==> src/rtl/uart_rx_param.sv <==
// uart_rx_param: oversampling UART receiver with majority-vote bit decisions, configurable
// frame format, framing/parity/overrun reporting and a show-ahead receive FIFO.
module uart_rx_param #(
    parameter int CLK_HZ     = 100_000_000,
    parameter int BAUD       = 115200,
    parameter int OVERSAMPLE = 16,
    parameter int DATA_BITS  = 8,
    parameter int PARITY     = 0,
    parameter int STOP_BITS  = 1,
    parameter int FIFO_DEPTH = 4
) (
    input  logic                 clk_100,
    input  logic                 rst_n,
    input  logic                 rx,
    input  logic                 rd_en,
    output logic [DATA_BITS-1:0] rd_data,
    output logic                 rd_valid,
    output logic                 fifo_full,
    output logic                 frame_err,
    output logic                 parity_err,
    output logic                 overrun,
    output logic                 led_rx
);
    localparam int DIV = (CLK_HZ + BAUD * OVERSAMPLE / 2) / (BAUD * OVERSAMPLE);
    localparam int DW  = DIV > 1 ? $clog2(DIV) : 1;
    localparam int TW  = $clog2(OVERSAMPLE);
    localparam int H   = OVERSAMPLE / 2;
    localparam int AW  = $clog2(FIFO_DEPTH);

    typedef enum logic [2:0] {S_IDLE, S_START, S_DATA, S_PAR, S_STOP, S_BREAK} state_t;

    state_t               r_state;
    logic [1:0]           r_sync;
    logic                 r_rx_d;
    logic [DW-1:0]        r_div;
    logic [TW-1:0]        r_tcnt;
    logic [3:0]           r_bcnt;
    logic                 r_s0, r_s1;
    logic [DATA_BITS-1:0] r_shift;
    logic                 r_perr, r_fbad, r_wr;
    logic [DATA_BITS-1:0] r_mem [FIFO_DEPTH];
    logic [AW-1:0]        r_wp, r_rp;
    logic [AW:0]          r_cnt;

    logic          w_rx, w_tick, w_vstb, w_bend, w_vote, w_fbad;
    logic          w_pop, w_full, w_push;
    logic [AW-1:0] w_nrp;
    logic [AW:0]   w_ncnt;

    assign w_rx   = r_sync[1];
    assign w_tick = r_div == DW'(DIV - 1);
    assign w_vstb = w_tick && r_tcnt == TW'(H + 1);
    assign w_bend = w_tick && r_tcnt == TW'(OVERSAMPLE - 1);
    assign w_vote = (r_s0 & r_s1) | (w_rx & (r_s0 | r_s1));
    assign w_fbad = r_fbad | ~w_vote;

    always_ff @(posedge clk_100 or negedge rst_n) begin
        if (!rst_n) begin
            r_state    <= S_IDLE;
            r_sync     <= 2'b11;
            r_rx_d     <= 1'b1;
            r_div      <= '0;
            r_tcnt     <= '0;
            r_bcnt     <= '0;
            r_s0       <= 1'b1;
            r_s1       <= 1'b1;
            r_shift    <= '0;
            r_perr     <= 1'b0;
            r_fbad     <= 1'b0;
            r_wr       <= 1'b0;
            frame_err  <= 1'b0;
            parity_err <= 1'b0;
        end else begin
            r_sync     <= {r_sync[0], rx};
            r_rx_d     <= w_rx;
            r_wr       <= 1'b0;
            frame_err  <= 1'b0;
            parity_err <= 1'b0;
            r_div      <= (r_state == S_IDLE || w_tick) ? '0 : r_div + 1'b1;
            if (w_tick) r_tcnt <= w_bend ? '0 : r_tcnt + 1'b1;
            if (w_tick && r_tcnt == TW'(H - 1)) r_s0 <= w_rx;
            if (w_tick && r_tcnt == TW'(H)) r_s1 <= w_rx;
            case (r_state)
                S_IDLE: if (r_rx_d && !w_rx) begin
                    r_state <= S_START;
                    r_tcnt  <= '0;
                    r_fbad  <= 1'b0;
                end
                S_START: if (w_vstb && w_vote) r_state <= S_IDLE;
                    else if (w_bend) begin
                        r_state <= S_DATA;
                        r_bcnt  <= '0;
                    end
                S_DATA: begin
                    if (w_vstb) r_shift <= {w_vote, r_shift[DATA_BITS-1:1]};
                    if (w_bend) begin
                        r_bcnt <= (r_bcnt == 4'(DATA_BITS - 1)) ? '0 : r_bcnt + 1'b1;
                        if (r_bcnt == 4'(DATA_BITS - 1)) r_state <= (PARITY != 0) ? S_PAR : S_STOP;
                    end
                end
                S_PAR: begin
                    if (w_vstb) r_perr <= w_vote ^ (^r_shift) ^ (PARITY == 2);
                    if (w_bend) r_state <= S_STOP;
                end
                // The last stop-bit vote ends the frame at mid-bit so a new start edge can follow.
                S_STOP: if (w_vstb) begin
                    if (r_bcnt == 4'(STOP_BITS - 1)) begin
                        r_state    <= w_fbad ? S_BREAK : S_IDLE;
                        frame_err  <= w_fbad;
                        parity_err <= !w_fbad && r_perr;
                        r_wr       <= !w_fbad && !r_perr;
                    end else r_fbad <= w_fbad;
                end else if (w_bend) r_bcnt <= r_bcnt + 1'b1;
                S_BREAK: if (w_rx) r_state <= S_IDLE;
                default: r_state <= S_IDLE;
            endcase
        end
    end

    assign w_pop  = rd_en && r_cnt != '0;
    assign w_full = r_cnt == (AW + 1)'(FIFO_DEPTH);
    assign w_push = r_wr && (!w_full || w_pop);
    assign w_nrp  = r_rp + AW'(w_pop);
    assign w_ncnt = r_cnt + (AW + 1)'(w_push) - (AW + 1)'(w_pop);

    always_ff @(posedge clk_100) begin
        if (w_push) r_mem[r_wp] <= r_shift;
    end

    // rd_data is registered from the post-update head, bypassing a word written into it.
    always_ff @(posedge clk_100 or negedge rst_n) begin
        if (!rst_n) begin
            r_wp    <= '0;
            r_rp    <= '0;
            r_cnt   <= '0;
            rd_data <= '0;
            overrun <= 1'b0;
        end else begin
            r_wp    <= r_wp + AW'(w_push);
            r_rp    <= w_nrp;
            r_cnt   <= w_ncnt;
            overrun <= r_wr && w_full && !w_pop;
            rd_data <= (w_ncnt == '0) ? '0 : (w_push && w_nrp == r_wp) ? r_shift : r_mem[w_nrp];
        end
    end

    assign rd_valid  = r_cnt != '0;
    assign fifo_full = w_full;
    assign led_rx    = r_state != S_IDLE;
endmodule

==> config.mk <==
export PLATFORM = sky130hd
export DESIGN_NAME = uart_rx_param
export DESIGN_NICKNAME = d
export VERILOG_FILES = /design/src/rtl/uart_rx_param.sv
export SDC_FILE = /design/constraint.sdc
export NUM_CORES = 1
export LEC_CHECK = 0
export ABC_AREA = 1
export CAP_MARGIN = 20
export CELL_PAD_IN_SITES_DETAIL_PLACEMENT = 1
export CELL_PAD_IN_SITES_GLOBAL_PLACEMENT = 1
export CORE_MARGIN = 2
export CORE_UTILIZATION = 44
export CTS_BUF_LIST = sky130_fd_sc_hd__clkbuf_2
export CTS_CLUSTER_SIZE = 28
export DETAILED_ROUTE_END_ITERATION = 10
export PLACE_DENSITY_LB_ADDON = 0.2
export SLEW_MARGIN = 10
export SYNTH_ARGS = -nofsm -noshare
export SYNTH_HDL_FRONTEND = slang
export SYNTH_SLANG_ARGS = --single-unit
==> constraint.sdc <==
create_clock -name clk_100 -period 2.21 [get_ports clk_100]
set_clock_uncertainty 0.2 [all_clocks]
set_input_delay 0.3315 -clock clk_100 [delete_from_list [all_inputs] [get_ports clk_100]]
set_output_delay 0.3315 -clock clk_100 [all_outputs]
set_load 0.05 [all_outputs]
==> results of run 1 <==
==> final timing paths <==
| check | depth (start not counted) | startpoint | to |
|---|---|---|---|
| setup reg to reg | 14 | r_cnt[1] | rd_data[7] |
| hold / removal | 3 | rst_n | rd_data[0] |
| max in group asynchronous | 3 | rst_n | r_s0 |
| min in group clk_100 | 0 | r_sync[0] | r_sync[1] |
| hold reg to reg | 0 | r_sync[0] | r_sync[1] |
| setup / recovery | 14 | r_cnt[1] | rd_data[7] |
==> logic make-up (layout without fill, tap and decap cells) <==
kind of cell	Yosys count	after routing
compound gates	44	44
xor+xnor	8	8
fa+ha+maj	11	11
buf+inv	62	120
flops	83	83
mux	7	7
simple gates	204	204
==> power by group through the flow <==
stage	logic (uW)	registers [uW]	clock network [uW]
after floorplan	1470	2000	0
after global placement	2130	1930	0
after detailed placement	2210	1940	0
after CTS	2360	1910	885
after global routing	2780	1940	942
final	2480	1910	859
==> critical path: stages (launching register included) <==
cell	delay, ns
dfrtp_1	0.44
inv_2	0.09
nand2_4	0.06
nor2_4	0.11
nand2_4	0.08
nand2_4	0.08
xnor2_2	0.06
ha_2	0.17
fa_2	0.34
inv_2	0.08
xor2_2	0.20
inv_2	0.10
nand2_8	0.11
nand2_1	0.07
nor2_1	0.08
==> layout by cell type, fill, tap and decap left out, types with 3 or more instances in the layout <==
cell / Yosys / final
a21oi_1: 7 / 7
buf_4: 1 / 27
clkbuf_2: 0 / 9
dfrtp_1: 46 / 46
dfstp_2: 5 / 5
dlygate4sd2_1: 0 / 11
edfxtp_1: 32 / 32
ha_1: 10 / 8
inv_1: 56 / 51
inv_2: 1 / 6
mux2i_1: 7 / 7
nand2_1: 111 / 105
nand2_2: 2 / 7
nand2_4: 3 / 3
nand3_1: 20 / 20
nand4_1: 3 / 3
nor2_1: 40 / 39
nor2_4: 3 / 5
nor3_1: 6 / 6
nor3b_1: 3 / 3
o211ai_1: 7 / 7
o21ai_0: 24 / 22
o21ai_1: 1 / 3
or2_2: 7 / 7
xor2_1: 4 / 3
==> state kept, by name (all words and copies together), names as in the netlist, 2 cells and up <==
register / cells
r_mem: 32
r_shift: 8
rd_data: 8
r_div: 6
r_bcnt: 4
r_tcnt: 4
r_cnt: 3
r_state: 3
r_rp: 2
r_sync: 2
r_wp: 2
==> metal layers <==
metal,vias to the layer above,track usage
met5,-,0
met4,0,0.06955
met3,13,0.02553
met2,28,0.3633
met1,1503,0.2415
li1,1455,-
==> layout make-up <==
cell class | instances | area (um2)
Tap cell | 108 | 135.1
Clock inverter | 7 | 83.83
Fill cell | 1011 | 4068
Clock buffer | 9 | 45.04
Sequential cell | 83 | 2243
Multi-Input combinational cell | 274 | 1521
Inverter | 57 | 214.0
Timing Repair Buffer | 47 | 410.4
==> through the flow <==
step                      hold WS (ns)  setup TNS (ns)  utilization  instance area [um2]
after floorplan                -0.1641          -1.618            -                 3978
after global placement          0.1469          -3.332       0.5052                 4405
after detailed placement        0.1494          -4.286       0.5052                 4405
after CTS                      0.02604         -0.4559       0.5291                 4614
after global routing           0.03986          -1.670       0.5336                 4653
final                          0.06152         -0.5910       0.5336                 4653
==> repair_timing <==
action | in CTS | in global routing
endpoints found under the setup margin | 20 | 10
hold buffers | 2 | 0
hold endpoints to repair | 52 | 0
gates resized for setup | 23 | 8
pin swaps | 6 | 2
setup buffers | 6 | 2
==> results.json, run 1 <==
{
  "synth_cells": 419,
  "intPower_uw": 3044,
  "placed_cells_incl_taps": 559,
  "worst_slew_pin_slew_ns": 0.5063,
  "worstPathMaxFanout": 8,
  "synth_top_cells_by_count": "nand2_1 (111), inv_1 (56), dfrtp_1 (46)",
  "hold_viol": 0,
  "min_period_over_period": 1.053,
  "cap_violations": 0,
  "violations": "setup timing",
  "core_um2": 8721,
  "combPwrFrac": 0.473,
  "wl_met2_mm": 4.800,
  "grt.overflow.total": 0,
  "cp-end-kind": "flip-flop",
  "cts_tree": "yes",
  "h-tree-depth": 3,
  "async_reset_ff_frac": 0.6145,
  "first_pass_iters": 4,
  "die_area_um2": 9763,
  "reg2reg_slack_ns": -0.12,
  "ir_drop_mv": 0.5257,
  "yosysTopAreaCell": "dfrtp_1",
  "outcome": "finished with violations",
  "cp.required_ns": 2.49,
  "netlist_area_um2": 3955,
  "netlist.area_leader.share": 0.2910,
  "clkTransAtPathRegs_ns": 0.28,
  "grt_start_max_net_pins": 52,
  "routedWlPerCell_um": 15.30,
  "layout.cells.non_filler": 585,
  "total_power_uw": 5247,
  "report.final.slew_viol_count": 0,
  "dieHeight_um": 98.81,
  "hpwl_mm": 6.358,
  "start_util": 0.4535,
  "io_pins": 18,
  "finalCriticalPeriod_ns": 2.327,
  "grt_pass1_vias": 3164,
  "cts_max_path_buffers": 2,
  "synth_warnings": 0,
  "port_buffers": 17,
  "ctsRootBufferMaster": "clkbuf_2",
  "syn-num-nets": 434,
  "seq_power_share": 0.364,
  "avgSynthCellArea_um2": 9.439,
  "yosys.cell_types.count": 37,
  "antenna_left": 0,
  "ys_ff_latch": 83,
  "pwr-share-clk": 0.164,
  "yosys.area_share.simple": 0.2309,
  "hp-class": "input port to asynchronous set/reset pin",
  "ys.flop_type": "dfrtp_1",
  "muxShareOfSynthArea": 0.01772,
  "synth_top_family_by_area": "simple AND/OR/NAND/NOR gates",
  "yosys.area_share.xor_xnor": 0.01961,
  "clock_sinks": 83,
  "startpoint_type": "flip-flop",
  "fin_ws_ns": -0.1174,
  "worstSkewPairLatency_ns": 0.54,
  "rsz0062_at_grt": "yes",
  "die_w_um": 98.81,
  "cp.arrival_ns": 2.61,
  "synth-edff-count": 32,
  "met3_length_um": 174,
  "synthTopCellsByArea": "dfrtp_1 (29%), edfxtp_1 (24%), nand2_1 (11%)",
  "p_sw_frac": 0.4198,
  "vias": 2999,
  "power.switching_uw": 2203,
  "grt_usage": 0.1992,
  "yosysMostFrequentCell": "nand2_1",
  "synth_compound_area_frac": 0.06359,
  "relSlewSlack": 0.6638,
  "first_iter_violations": 95,
  "timing.final.setup_violations": 9,
  "grt_pass1_wl_mm": 15.27,
  "synth_adder_area_share": 0.03670,
  "ys_seq_area_frac": 0.5672,
  "antenna_found_initial": 0,
  "drive_gt1_frac": 0.1971,
  "wl_met1_mm": 3.835,
  "routed_via_density": 5.126,
  "drc": 0,
  "crit_type": "flip-flop to flip-flop",
  "rows": 34,
  "powerDensity_nw_per_um2": 1128,
  "fin_nets": 487,
  "antenna_cells": 0,
  "max_freq_mhz": 429.7,
  "p_leak_uw": 0.002304,
  "cts_buffers": 9,
  "routed_wl_mm": 8.952,
  "syn_to_final_growth_pct": 17.65,
  "maxUsedRoutingLayer": "met4",
  "place.gp.congestion": 0.7361,
  "dp_slack_ns": -0.5337
}
No activity file was read; power rests on OpenSTA's default activity.
==> inputs of run 2 (changes only) <==
PLACE_DENSITY = 0.83   (was not set)
PLACE_DENSITY_LB_ADDON = not set   (was 0.2)
==> results.json, run 2 (synthesis results as in run 1) <==
{
  "outcome": "finished with violations",
  "violations": "setup timing",
  "p_leak_uw": 0.002301,
  "cts_max_path_buffers": 2,
  "max_freq_mhz": 424.8,
  "clock_sinks": 83,
  "combPwrFrac": 0.461,
  "grt_use_met3": 0.03617,
  "relSlewSlack": 0.6613,
  "routed_wl_mm": 9.653,
  "final_common_cell": "nand2_1",
  "start_util": 0.4535,
  "die_w_um": 98.81,
  "place_area_um2": 4385,
  "hp-class": "input port to asynchronous set/reset pin",
  "crit_type": "flip-flop to flip-flop",
  "min_period_over_period": 1.065,
  "reg2reg_slack_ns": -0.14,
  "largest_reg_flops": 32,
  "top_regs": "r_mem (32), r_shift (8), rd_data (8)",
  "vias": 2957,
  "grt.overflow.total": 0,
  "port_buffers": 17,
  "worstSkewPairLatency_ns": 0.56,
  "cp.required_ns": 2.48,
  "die_area_um2": 9763,
  "grt_util_met1": 0.2669,
  "worst_slew_pin_slew_ns": 0.5100,
  "grt_pass1_vias": 3393,
  "report.final.slew_viol_count": 0,
  "fin_hold_ws_ns": 0.05375,
  "core_um2": 8721,
  "cap_violations": 0,
  "startpoint_type": "flip-flop",
  "seq_power_share": 0.361,
  "drive_gt1_frac": 0.1878,
  "power.switching_uw": 2243,
  "dp_slack_ns": -0.5412,
  "ir_drop_mv": 0.5976,
  "pwr-share-clk": 0.179,
  "r2r_cells": 12,
  "worstPathMaxFanout": 8,
  "cp-end-kind": "flip-flop",
  "place.gp.congestion": 0.8106,
  "rsz0062_at_grt": "yes",
  "routedWlPerCell_um": 16.59,
  "syn_to_final_growth_pct": 17.24,
  "placed_cells_incl_taps": 558,
  "timing.final.setup_violations": 8,
  "io_pins": 18,
  "ctsRootBufferMaster": "clkbuf_2",
  "fin_area_um2": 4637,
  "final_cell_mix": "nand2_1 (106), inv_1 (52), dfrtp_1 (46), nor2_1 (39), edfxtp_1 (32)",
  "powerDensity_nw_per_um2": 1154,
  "antenna_cells": 0,
  "r2r_start": "r_cnt[1]",
  "grt_pass1_wl_mm": 16.74,
  "routed_via_density": 5.081,
  "antenna_found_initial": 0,
  "largest-register": "r_mem",
  "register_area_um2": 2243,
  "grt_start_max_net_pins": 28,
  "drc": 0,
  "grtUsageMet2": 0.3940,
  "nFillCells": 1011,
  "p_sw_frac": 0.4190,
  "cpPeakStageDelay_ns": 0.47,
  "rows": 34,
  "slowest_stage": "fa_2",
  "clkTransAtPathRegs_ns": 0.25,
  "total_power_uw": 5353,
  "intPower_uw": 3110,
  "dieHeight_um": 98.81,
  "fin_nets": 484,
  "grt_usage": 0.2202,
  "cts_buffers": 9,
  "hold_viol": 0,
  "crit_chain": "inv_2 > nand2_4 > nor2_4 > nand2_4 > nand2_4 > xnor2_2 > ha_2 > fa_2 > nor2_4 > nand2_4 > nand2_2 > nor2_2",
  "h-tree-depth": 3,
  "cts_tree": "yes",
  "layout.cells.non_filler": 582,
  "rr_endpoint": "rd_data[5]",
  "first_pass_iters": 4,
  "grt-busiest-layer": "met2",
  "hpwl_mm": 6.975,
  "multi_input_area_um2": 1531,
  "cp.arrival_ns": 2.62,
  "antenna_left": 0,
  "fin_ws_ns": -0.1442,
  "crit_top_cell": "nand2_4",
  "finalCriticalPeriod_ns": 2.354,
  "first_iter_violations": 113
}
[run 2: through the flow]
stage            util  setup TNS, ns
3_5_place_dp   0.5029         -3.959
4_1_cts        0.5306         -1.165
3_3_place_gp   0.5029         -3.023
5_1_grt        0.5317         -1.721
6_report       0.5317         -1.068
2_1_floorplan       -         -1.618
[run 2: routing by layer]
metal  part of all wire  vias up
met1               0.42     1465
met4              0.020        0
met2               0.54       31
met5                  0        -
met3              0.023       19
li1                   -     1442
[run 2: final cells by class]
type / instances / area share
clock buffer: 9 / 0.009714
multi-input combinational: 274 / 0.3303
clock inverter: 7 / 0.02159
sequential: 83 / 0.4838
tap: 108 / 0.02914
timing repair buffer: 44 / 0.07933
inverter: 57 / 0.04614
[run 2: timing repair]
item | CTS | global route
hold endpoints to repair | 52 | 0
resized for setup | 23 | 5
setup buffers | 6 | 4
endpoints found under the setup margin | 19 | 10
pin swaps | 3 | 2
hold buffers | 2 | 0
[run 2: worst max-delay path, delay by kind of cell, from the launching register on]
family | cells | cell delay (ns)
buffers and inverters | 1 | 0.11
XOR/XNOR | 1 | 0.11
adder cells (fa/ha/maj) | 2 | 0.68
flip-flops | 1 | 0.46
AND/OR/NAND/NOR | 8 | 0.70
[run 2: power groups by stage]
stage,sequential (uW),combinational (uW),clock (uW)
final,1930,2460,956
after global routing,1950,2760,1050
after CTS,1920,2540,988
after detailed placement,1950,2240,0
after global placement,1930,2070,0
after floorplan,2000,1470,0
[run 2: worst max-delay path by stage]
stage          startpoint         end  slack, ns  cells after the start
6_report         r_cnt[1]  rd_data[5]      -0.14                     12
5_1_grt          r_cnt[1]  rd_data[6]      -0.24                     12
4_1_cts          r_cnt[0]  rd_data[2]      -0.15                     13
2_1_floorplan    r_cnt[1]  rd_data[5]      -0.21                     12
3_3_place_gp        rd_en  rd_data[5]      -0.38                     11
3_5_place_dp        rd_en  rd_data[5]      -0.54                     11
